==> config.mk <==
export PLATFORM = sky130hd
export DESIGN_NAME = stage_if
export DESIGN_NICKNAME = d
export VERILOG_FILES = /design/src/rtl/stage_if.sv
export SDC_FILE = /design/constraint.sdc
export NUM_CORES = 1
export LEC_CHECK = 0
export ABC_AREA = 1
export BUFFER_PORTS_ARGS = -buffer_cell sky130_fd_sc_hd__buf_2
export CAP_MARGIN = 20
export CORE_ASPECT_RATIO = 1.4
export CORE_MARGIN = 1.5
export CORE_UTILIZATION = 45
export CTS_CLUSTER_SIZE = 16
export DETAILED_ROUTE_END_ITERATION = 6
export GPL_TIMING_DRIVEN = 0
export PLACE_DENSITY = 0.73
export SLEW_MARGIN = 0
export SYNTH_ARGS = -nofsm -noshare
export SYNTH_HDL_FRONTEND = slang
export SYNTH_SLANG_ARGS = --single-unit
export TNS_END_PERCENT = 100
==> constraint.sdc <==
create_clock -name clk_i -period 1.8 [get_ports clk_i]
set_clock_uncertainty 0.2 [all_clocks]
set_input_delay 0.18 -clock clk_i [delete_from_list [all_inputs] [get_ports clk_i]]
set_output_delay 0.18 -clock clk_i [all_outputs]
set_load 0.1 [all_outputs]
==> src/rtl/stage_if.sv <==
// stage_if: instruction fetch stage, single-word Wishbone classic reads with redirect squash.
module stage_if #(
    parameter logic [31:0] RESET_ADDR = 32'h80000000
) (
    input  logic        clk_i,
    input  logic        rst_ni,
    input  logic        br_j_taken_i,
    input  logic [31:0] br_j_addr_i,
    input  logic        stall_i,
    output logic [31:0] iwbm_addr_o,
    output logic        iwbm_cyc_o,
    output logic        iwbm_stb_o,
    output logic        iwbm_we_o,
    output logic [3:0]  iwbm_sel_o,
    input  logic [31:0] iwbm_dat_i,
    input  logic        iwbm_ack_i,
    input  logic        iwbm_err_i,
    output logic [31:0] pc_o,
    output logic [31:0] inst_o,
    output logic        valid_o,
    output logic        e_inst_access_fault_o
);
    typedef enum logic [1:0] {IDLE, FETCH, DISCARD} state_t;
    state_t state, state_n;
    logic [31:0] pc, pc_n, hold, hold_n, inst_n, pc_out_n, target;
    logic valid_n, fault_n, redirect, consume, resp;
    assign redirect = br_j_taken_i;
    assign consume = valid_o & ~stall_i;
    assign resp = iwbm_ack_i | iwbm_err_i;
    assign target = br_j_addr_i & 32'hFFFF_FFFC;
    assign iwbm_cyc_o = state != IDLE;
    assign iwbm_stb_o = iwbm_cyc_o;
    assign iwbm_we_o = 1'b0;
    assign iwbm_sel_o = 4'hF;
    // a squashed request keeps its original address until the slave answers
    assign iwbm_addr_o = state == DISCARD ? hold : {pc[31:2], 2'b00};
    always_comb begin
        state_n = state;
        pc_n = pc;
        hold_n = hold;
        inst_n = inst_o;
        pc_out_n = pc_o;
        valid_n = valid_o;
        fault_n = e_inst_access_fault_o;
        case (state)
            IDLE: begin
                if (redirect) begin
                    pc_n = target;
                    valid_n = 1'b0;
                    state_n = FETCH;
                end else if (!valid_o || consume) begin
                    valid_n = 1'b0;
                    state_n = FETCH;
                end
            end
            FETCH: begin
                if (redirect) begin
                    pc_n = target;
                    hold_n = {pc[31:2], 2'b00};
                    state_n = resp ? IDLE : DISCARD;
                end else if (resp) begin
                    inst_n = iwbm_err_i ? 32'h00000013 : iwbm_dat_i;
                    pc_out_n = pc;
                    valid_n = 1'b1;
                    fault_n = iwbm_err_i;
                    pc_n = iwbm_err_i ? pc : pc + 32'd4;
                    state_n = IDLE;
                end
            end
            DISCARD: begin
                pc_n = redirect ? target : pc;
                state_n = resp ? IDLE : DISCARD;
            end
            default: state_n = IDLE;
        endcase
    end
    always_ff @(posedge clk_i or negedge rst_ni) begin
        if (!rst_ni) begin
            state <= IDLE;
            pc <= RESET_ADDR;
            hold <= RESET_ADDR;
            inst_o <= 32'h00000013;
            pc_o <= '0;
            valid_o <= 1'b0;
            e_inst_access_fault_o <= 1'b0;
        end else begin
            state <= state_n;
            pc <= pc_n;
            hold <= hold_n;
            inst_o <= inst_n;
            pc_o <= pc_out_n;
            valid_o <= valid_n;
            e_inst_access_fault_o <= fault_n;
        end
    end
endmodule

==> metrics.txt, run 1 <==
die area 14300 um^2; share of cells above drive strength 1 31.8%; commonest cells after routing, fill and taps aside 211 x nand2_1, 136 x buf_2, 118 x dfrtp_1; cell accounting for the most synthesized area dfrtp_1; Gate Count Post-Synth 784; worst slew pin tran 0.531 ns; vias in the first global route 6577; Die W 102 um; gr ovfl total 0; fin cells 1244; IO Pins 175; Area Overhead vs Synth 60.8%; drt drc 0; WS Path Type register to primary output; latest clock arrival within the worst-skew pair 0.42 ns; number of synthesized register bits 126; global-route wire length before repair 33500 um; worst reg2reg path depth 8; Clk pin slew, worst setup/hold paths 0.05 ns; nets 1120; DP Cell Count 1137; fin util 73.9%; Worst Path Arrival 1.69 ns; post-DP HPWL 13500 um; Die Ht 141 um; worst path cell trace nand2_8 > clkbuf_16 > nor2_4 > a21oi_4 > buf_12; Crit path largest cell delay 0.50 ns; Vias/cell 5.25; largest net degree at the start of global routing 73; Hold Slack 0.0376 ns; Slew headroom 64.6%; starting density of the core 45.9%; worst setup slack after layout -0.266 ns; leading cell type in the layout, fill and taps excluded nand2_1; GP Congestion 0.966; Top FF cell, synth dfrtp_1; Area contributors post-synth dfrtp_1 49%, nand2_1 13%, nor2_1 7.8%; Worst path slowest cell dfrtp_2; Worst Path Required 1.42 ns; drt first pass iters 5; ant diodes 0; number of core rows 50; unrepaired setup endpoints after global routing true; failing checks negative setup slack; outcome finished with violations; DP Area 7640 um^2; max-cap violations 0; Worst Hold Depth 7; # fillers 982; drt first-iter violations 391; Core Area 13300 um^2; Max Root-Sink Buffers 2; FFs w/ async S/R, synth 100%; final setup fails 67; post-synthesis sequential area ratio 51.6%; CP Max Fanout 10; initial antenna violation count 0; Post-Syn Area 6120 um^2; Synth top area share 49.5%; Fin. Hold Viols 0; wire per inst 17.2 um; Root Buffer clkbuf_16; Sink Count 126; CP Capture Type primary output; distinct cell type count after synthesis 30; warning count from the yosys run 0; via count 6530; GRT Total Usage 30.5%; TritonCTS clock tree done; total clock buffers created by CTS 17; Slew Limit Fails 0; highest clock rate 484 MHz; Post-synth EDFFs 0; syn_area_per_cell 7.81 um^2; port buffer count 163; HP Class input port to register; CTS H-Tree Depth 4; ANT nets after route 0; startpoint types register; Design Area, Final 9840 um^2; Tcrit/Tclk final 115%; minimum clock period 2.07 ns; Detailed Route WL 21300 um
## per-layer routing
layer	part of all wire (%)	routed length, um	vias to the layer above	global-route usage, %
li1	-	-	3066	-
met3	6.4	1370	61	5.55
met1	38	8050	3110	35.4
met4	3.5	754	0	14.5
met5	0	0	-	0
met2	52	11200	293	53.6
## synth_stat cells, types with 2 or more instances
master	count
a31oi_1	2
clkbuf_1	18
o21ai_0	58
nand4_1	3
buf_1	3
dfstp_2	5
nor2_1	128
a22o_1	29
conb_1	2
nand3_1	36
nand2_2	2
dfrtp_1	121
nor2_2	2
buf_4	11
nand2_1	215
a21oi_1	37
xor2_1	2
o22a_1	3
inv_2	3
buf_2	14
o21ai_1	30
inv_1	52
## path summary, 6_finish.rpt
path,startpoint,end,slack (ns)
min in group asynchronous,rst_ni,pc_o[8]$_DFFE_PN0P_,0.07
max reg2reg,state[1]$_DFFE_PN0P_,pc[5]$_DFFE_PN0P_,-0.14
max in group asynchronous,rst_ni,state[1]$_DFFE_PN0P_,0.53
min reg2reg,pc[31]$_DFFE_PN1P_,pc[31]$_DFFE_PN1P_,0.28
max,state[1]$_DFFE_PN0P_,iwbm_addr_o[7],-0.27
min,br_j_addr_i[20],pc[20]$_DFFE_PN0P_,0.04
## critical path, delay by kind of cell, from the launching register on
kind | cells | cell delay, ns
AOI/OAI and AO/OA | 1 | 0.15
and+or+nand+nor | 2 | 0.20
buffers and inverters | 2 | 0.41
DFF | 1 | 0.50
## registers in the layout, indices dropped and copies added, names as in the netlist
| name | count |
|---|---|
| inst_o | 32 |
| valid_o | 1 |
| pc | 30 |
| state | 2 |
| e_inst_access_fault_o | 1 |
| pc_o | 30 |
| hold | 30 |
## stage by stage
| step | setup WS (ns) | setup TNS (ns) |
|---|---|---|
| after global routing | -0.316 | -15.71 |
| final | -0.266 | -8.72 |
| after CTS | -0.250 | -8.17 |
| after floorplan | 0.00410 | 0 |
| after global placement | -1.36 | -186.04 |
| after detailed placement | -0.466 | -18.65 |
## kinds of logic (layout without fill, tap and decap cells)
kind of cell	after synthesis	in the layout	share of synthesized area [%]
simple gates	389	390	25.1
compound gates	163	163	15.5
flops	126	126	51.6
buf+inv	101	371	7.15
other cells	2	9	0.123
xor+xnor	2	2	0.286
fa+ha+maj	1	1	0.204
## layout make-up
cell class                 instances  area, um^2  share of cell area (%)
buffer                            46         428                    4.35
clock buffer                      19         453                    4.60
clock inverter                    13         139                    1.41
inverter                          55         215                    2.19
multi-input combinational        565        3160                    32.1
sequential                       126        3160                    32.1
tap                              182         228                    2.31
timing repair buffer             238        2060                    20.9
## what timing repair did
item / CTS / global route
setup endpoints to repair: 126 / 117
cloned: 4 / 0
pin swaps: 3 / 2
hold endpoints to repair: 117 / 0
resized for setup: 201 / 41
setup buffers: 3 / 2
hold buffers: 66 / 0
Power of run 1 is not shown: default switching activity piles up to over one toggle a cycle in this logic, so the estimate is an artifact.
==> run 2, diff against run 1 <==
--- a/config.mk
+++ b/config.mk
@@ -11,6 +11,7 @@
 export CORE_ASPECT_RATIO = 1.4
 export CORE_MARGIN = 1.5
 export CORE_UTILIZATION = 45
+export CTS_BUF_LIST = sky130_fd_sc_hd__clkbuf_4
 export CTS_CLUSTER_SIZE = 16
 export DETAILED_ROUTE_END_ITERATION = 6
 export GPL_TIMING_DRIVEN = 0
==> run 2 against run 1 <==
Compared with the run above: the flow still finishes with violations (negative setup slack); via count up 1.9%; worst hold slack better by 0.16 ns; sequential cell count unchanged; global-route usage down 0.62 points; design area about the same; die area unchanged; first-iteration DRC count up 38%; critical path type unchanged; largest cell class unchanged; highest routed layer unchanged.
==> metrics.txt, run 2 (synthesized netlist as in run 1, its figures left out) <==
outcome finished with violations; failing checks negative setup slack; ANT nets after route 0 (unchanged); # fillers 975 (-0.71%); Crit path buffers/inverters 3 (+1); Design Area, Final 9850 um^2 (about the same); share of cells above drive strength 1 34.0% (+2.2 points); die area 14300 um^2 (unchanged); min-delay src iwbm_dat_i[17]; worst path cell trace inv_4 > nand2_8 > clkbuf_16 > nor2_2 > a21oi_4 > buf_12; FF-to-FF Start state[0]$_DFFE_PN0P_; minimum clock period 2.19 ns (+0.126 ns); Min-Delay Endpoint inst_o[17]$_DFFE_PN0P_; number of core rows 50 (unchanged); gr ovfl total 0 (unchanged); port buffer count 163 (unchanged); WS Path Type register to primary output; startpoint types register; post-DP HPWL 13500 um (unchanged); Fin. Hold Viols 0 (unchanged); Root Buffer clkbuf_4; Worst Hold Depth 3 (-4); total clock buffers created by CTS 17 (unchanged); DP Area 7640 um^2 (unchanged); via count 6656 (+1.9%); worst slew pin tran 0.513 ns (-0.0177 ns); crit path from state[0]$_DFFE_PN0P_; area of the multi-input gates 3140 um^2 (-0.63%); GRT Total Usage 29.9% (-0.62 points); max-cap violations 0 (unchanged); Slew headroom 66.0% (+1.4 points); initial antenna violation count 1 (+1); latest clock arrival within the worst-skew pair 0.55 ns (+0.13 ns); R2R Path End pc[6]$_DFFE_PN0P_; Core Area 13300 um^2 (unchanged); max reg flops 32 (unchanged); nets 1135 (+1.3%); Max Root-Sink Buffers 2 (unchanged); register area 3160 um^2 (unchanged); worst setup slack after layout -0.392 ns (-0.126 ns); highest clock rate 456 MHz (-5.7%); Tcrit/Tclk final 122% (+7.0 points); Worst path slowest cell dfrtp_2; Clk pin slew, worst setup/hold paths 0.12 ns (+0.07 ns); Worst Path Required 1.42 ns (about the same); IO Pins 175 (unchanged); most flop-heavy register inst_o; global-route wire length before repair 32800 um (-2.3%); drt first pass iters 6 (+1); worst reg-to-reg setup slack -0.16 ns (-0.02 ns); Area Overhead vs Synth 60.9% (about the same); Vias/cell 5.28 (+0.64%); final setup fails 84 (+25%); unrepaired setup endpoints after global routing true; Sink Count 126 (unchanged); drt first-iter violations 540 (+38%); commonest cells after routing, fill and taps aside 209 x nand2_1, 122 x buf_2, 118 x dfrtp_1; Detailed Route WL 22000 um (+3.2%); TritonCTS clock tree done; CP Max Fanout 7 (-3); vias in the first global route 6555 (-0.33%); CTS H-Tree Depth 4 (unchanged); GP Congestion 0.966 (unchanged); Die Ht 141 um (unchanged); worst reg2reg path depth 10 (+2); Worst Path Arrival 1.81 ns (+0.12 ns); Crit path largest cell delay 0.47 ns (-0.03 ns); drt drc 0 (unchanged); delay-heaviest family, CP flip-flops; CP Capture Type primary output; Slew Limit Fails 0 (unchanged); fin cells 1260 (+1.3%); HP Class input port to register; starting density of the core 45.9% (unchanged); leading cell type in the layout, fill and taps excluded nand2_1; wire per inst 17.5 um (+1.9%); Die W 102 um (unchanged); largest net degree at the start of global routing 73 (unchanged); DP Cell Count 1137 (unchanged)
## run 2: cell types whose count changed in the layout (fill, tap and decap cells not counted), sizes merged
| cell | before | now |
|---|---|---|
| diode | 0 | 1 |
| clkinv | 7 | 9 |
| buf | 199 | 205 |
| dlygate4sd3 | 66 | 68 |
| clkbuf | 38 | 43 |
## run 2: how the worst max path moves through the flow
stage	endpoint	slack, ns	depth (start not counted)
6_report	iwbm_addr_o[15]	-0.39	6
5_1_grt	iwbm_addr_o[15]	-0.46	5
4_1_cts	iwbm_addr_o[22]	-0.40	6
3_5_place_dp	pc[28]$_DFFE_PN0P_	-0.47	10
3_3_place_gp	inst_o[10]$_DFFE_PN0P_	-1.36	1
2_1_floorplan	iwbm_addr_o[11]	0.004	4
## run 2: cell type report
cell class	instances	area share (%)
diodes	1	0.0254
plain buffers	46	5.33
clock buffers	17	1.30
clock inverters	15	1.49
inverters	55	2.18
multi-input cells	565	31.9
flip-flops and latches	126	32.1
well taps	182	2.31
repair buffers	253	23.4
## run 2: layer usage
layer | wire, um | share of wire (%) | GRT usage [%]
met1 | 8110 | 37 | 34.3
met2 | 11600 | 53 | 52.9
met3 | 1480 | 6.7 | 6.35
met4 | 852 | 3.9 | 12.9
met5 | 0 | 0 | 0
## run 2: timing repair
item                                    4_1_cts  5_1_grt
cloned                                        7        5
buffers inserted                              9        1
resized for setup                           220       87
endpoints found under the setup margin      129      158
hold buffers                                 68        0
pin swaps                                     4        5
endpoints found under the hold margin       193        0
## run 2: worst min-delay path, stage by stage
cell,delay [ns]
dlygate4sd3_1,0.52
buf_2,0.09
a22o_1,0.11
## run 2: through the flow
step | util [%] | setup WS, ns | setup TNS (ns) | hold WS, ns
2_1_floorplan | - | 0.00410 | 0 | -0.316
3_3_place_gp | 57.1 | -1.36 | -186.04 | 0.200
3_5_place_dp | 57.3 | -0.466 | -18.65 | -0.0216
4_1_cts | 71.2 | -0.401 | -12.88 | 0.158
5_1_grt | 73.9 | -0.459 | -23.35 | 0.157
6_report | 73.9 | -0.392 | -15.14 | 0.193
Power of run 2 is left out for the same reason.
==> run 3, diff against run 2 <==
--- a/config.mk
+++ b/config.mk
@@ -11,11 +11,11 @@
 export CORE_ASPECT_RATIO = 1.4
 export CORE_MARGIN = 1.5
 export CORE_UTILIZATION = 45
-export CTS_BUF_LIST = sky130_fd_sc_hd__clkbuf_4
 export CTS_CLUSTER_SIZE = 16
 export DETAILED_ROUTE_END_ITERATION = 6
 export GPL_TIMING_DRIVEN = 0
 export PLACE_DENSITY = 0.73
+export RECOVER_POWER = 100
 export SLEW_MARGIN = 0
 export SYNTH_ARGS = -nofsm -noshare
 export SYNTH_HDL_FRONTEND = slang
==> run 3 against run 2 <==
Compared with the run above: the run still ends with negative setup slack left; critical path depth decreased by 1; cell count is 1.3% lower; clock-buffer cell count increased by 2; via count fell by 1.6%; register-to-register slack got worse by 0.07 ns; global-route usage increased by 0.62 points; design area fell by 0.19%.
==> metrics.txt, run 3 (synthesized netlist as in run 1, its figures left out) <==
outcome finished with violations; failing checks negative setup slack; DP Area 7640 um^2 (unchanged); CP Capture Type primary output; Worst Path Arrival 1.68 ns (-0.13 ns); Worst Hold Depth 7 (+4); wire per inst 17.2 um (-1.6%); delay-heaviest family, CP flip-flops; max reg flops 32 (unchanged); initial antenna violation count 0 (-1); share of cells above drive strength 1 31.8% (-2.2 points); most flop-heavy register inst_o; number of core rows 50 (unchanged); Crit path buffers/inverters 2 (-1); WS Path Type register to primary output; Place WS -0.466 ns (unchanged); vias in the first global route 6577 (+0.34%); Sink Count 126 (unchanged); Die Ht 141 um (unchanged); Core Area 13300 um^2 (unchanged); ant diodes 0 (-1); Tcrit/Tclk final 115% (-7.1 points); Vias/cell 5.27 (-0.30%); area of the multi-input gates 3160 um^2 (+0.64%); largest net degree at the start of global routing 73 (unchanged); worst reg2reg path depth 8 (-2); routed length on met1 8170 um (+0.73%); gr ovfl total 0 (unchanged); CP Max Fanout 10 (+3); GP Congestion 0.966 (unchanged); unrepaired setup endpoints after global routing true; ANT nets after route 0 (unchanged); total clock buffers created by CTS 17 (unchanged); latest clock arrival within the worst-skew pair 0.42 ns (-0.13 ns); via count 6552 (-1.6%); commonest cells after routing, fill and taps aside 211 x nand2_1, 136 x buf_2, 118 x dfrtp_1; GRT Total Usage 30.5% (+0.62 points); worst slew pin tran 0.774 ns (+0.262 ns); port buffer count 163 (unchanged); Detailed Route WL 21400 um (-2.9%); max-cap violations 0 (unchanged); Worst path depth 5 (-1); drt first pass iters 5 (-1); Top Metal Used met4; CTS H-Tree Depth 4 (unchanged); Root Buffer clkbuf_16; IO Pins 175 (unchanged); Max Root-Sink Buffers 2 (unchanged); fin util 73.8% (-0.14 points); Fin. Hold Viols 0 (unchanged); Slew headroom 48.4% (-18 points); Design Area, Final 9830 um^2 (-0.19%); Worst path slowest cell dfrtp_2; routed wl met2 11200 um (-3.5%); global-route wire length before repair 33500 um (+2.4%); Slew Limit Fails 0 (unchanged); # fillers 984 (+0.92%); leading cell type in the layout, fill and taps excluded nand2_1; minimum clock period 2.06 ns (-0.127 ns); die area 14300 um^2 (unchanged); register area 3160 um^2 (unchanged); Worst Path Required 1.42 ns (about the same); worst reg-to-reg setup slack -0.23 ns (-0.07 ns); worst setup slack after layout -0.265 ns (+0.127 ns); metal3 WL 1270 um (-14%); Crit path largest cell delay 0.50 ns (+0.03 ns); nets 1120 (-1.3%); TritonCTS clock tree done; starting density of the core 45.9% (unchanged); HP Class input port to register; startpoint types register; drt first-iter violations 390 (-28%); Area Overhead vs Synth 60.6%; highest clock rate 484 MHz (+6.1%); worst path cell trace nand2_8 > clkbuf_16 > nor2_2 > a21oi_4 > buf_12; final setup fails 69 (-18%); Die W 102 um (unchanged); post-DP HPWL 13500 um (unchanged); Clk pin slew, worst setup/hold paths 0.05 ns (-0.07 ns); drt drc 0 (unchanged)
run 3: stage by stage:
step | instances | setup TNS (ns) | hold slack (ns)
4_1_cts | 1242 | -8.17 | 0.0430
3_3_place_gp | 1136 | -186.04 | 0.200
2_1_floorplan | 791 | 0 | -0.316
3_5_place_dp | 1137 | -18.65 | -0.0216
5_1_grt | 1244 | -15.71 | 0.0737
6_report | 1244 | -8.84 | 0.0337
run 3: per-layer routing:
metal  vias to the layer above  track usage (%)
li1                       3073                -
met1                      3113             35.4
met2                       298             53.6
met3                        68             5.55
met4                         0             14.5
met5                         -                0
run 3: timing repair:
| action | CTS | global route |
|---|---|---|
| setup endpoints to repair | 126 | 117 |
| buffers inserted | 3 | 2 |
| pin swaps | 3 | 2 |
| hold endpoints to repair | 117 | 0 |
| hold buffers | 66 | 0 |
| gates resized for setup | 201 | 41 |
| gates cloned | 4 | 0 |
run 3: path summary, 6_finish.rpt:
check / startpoint / to
max: state[1]$_DFFE_PN0P_ / iwbm_addr_o[2]
min: br_j_addr_i[20] / pc[20]$_DFFE_PN0P_
max reg2reg: state[1]$_DFFE_PN0P_ / pc[5]$_DFFE_PN0P_
min reg2reg: pc[31]$_DFFE_PN1P_ / pc[31]$_DFFE_PN1P_
max in group asynchronous: rst_ni / state[1]$_DFFE_PN0P_
min in group asynchronous: rst_ni / pc_o[8]$_DFFE_PN0P_
run 3: cell type report:
type	instances	share of cell area [%]
inverters	55	2.19
well taps	182	2.32
multi-input cells	565	32.1
plain buffers	46	4.35
repair buffers	238	20.8
flip-flops and latches	126	32.2
clock inverters	13	1.41
clock buffers	19	4.61
run 3: worst register-to-register path: stages (launching register included):
cell and delay [ns]:
dfrtp_2 0.50, nor2_2 0.20, nand2_4 0.11, nand3_1 0.16, nand2_4 0.13, inv_2 0.13
buf_4 0.19, o21ai_0 0.11, a21boi_1 0.21
Power of run 3 is left out for the same reason.
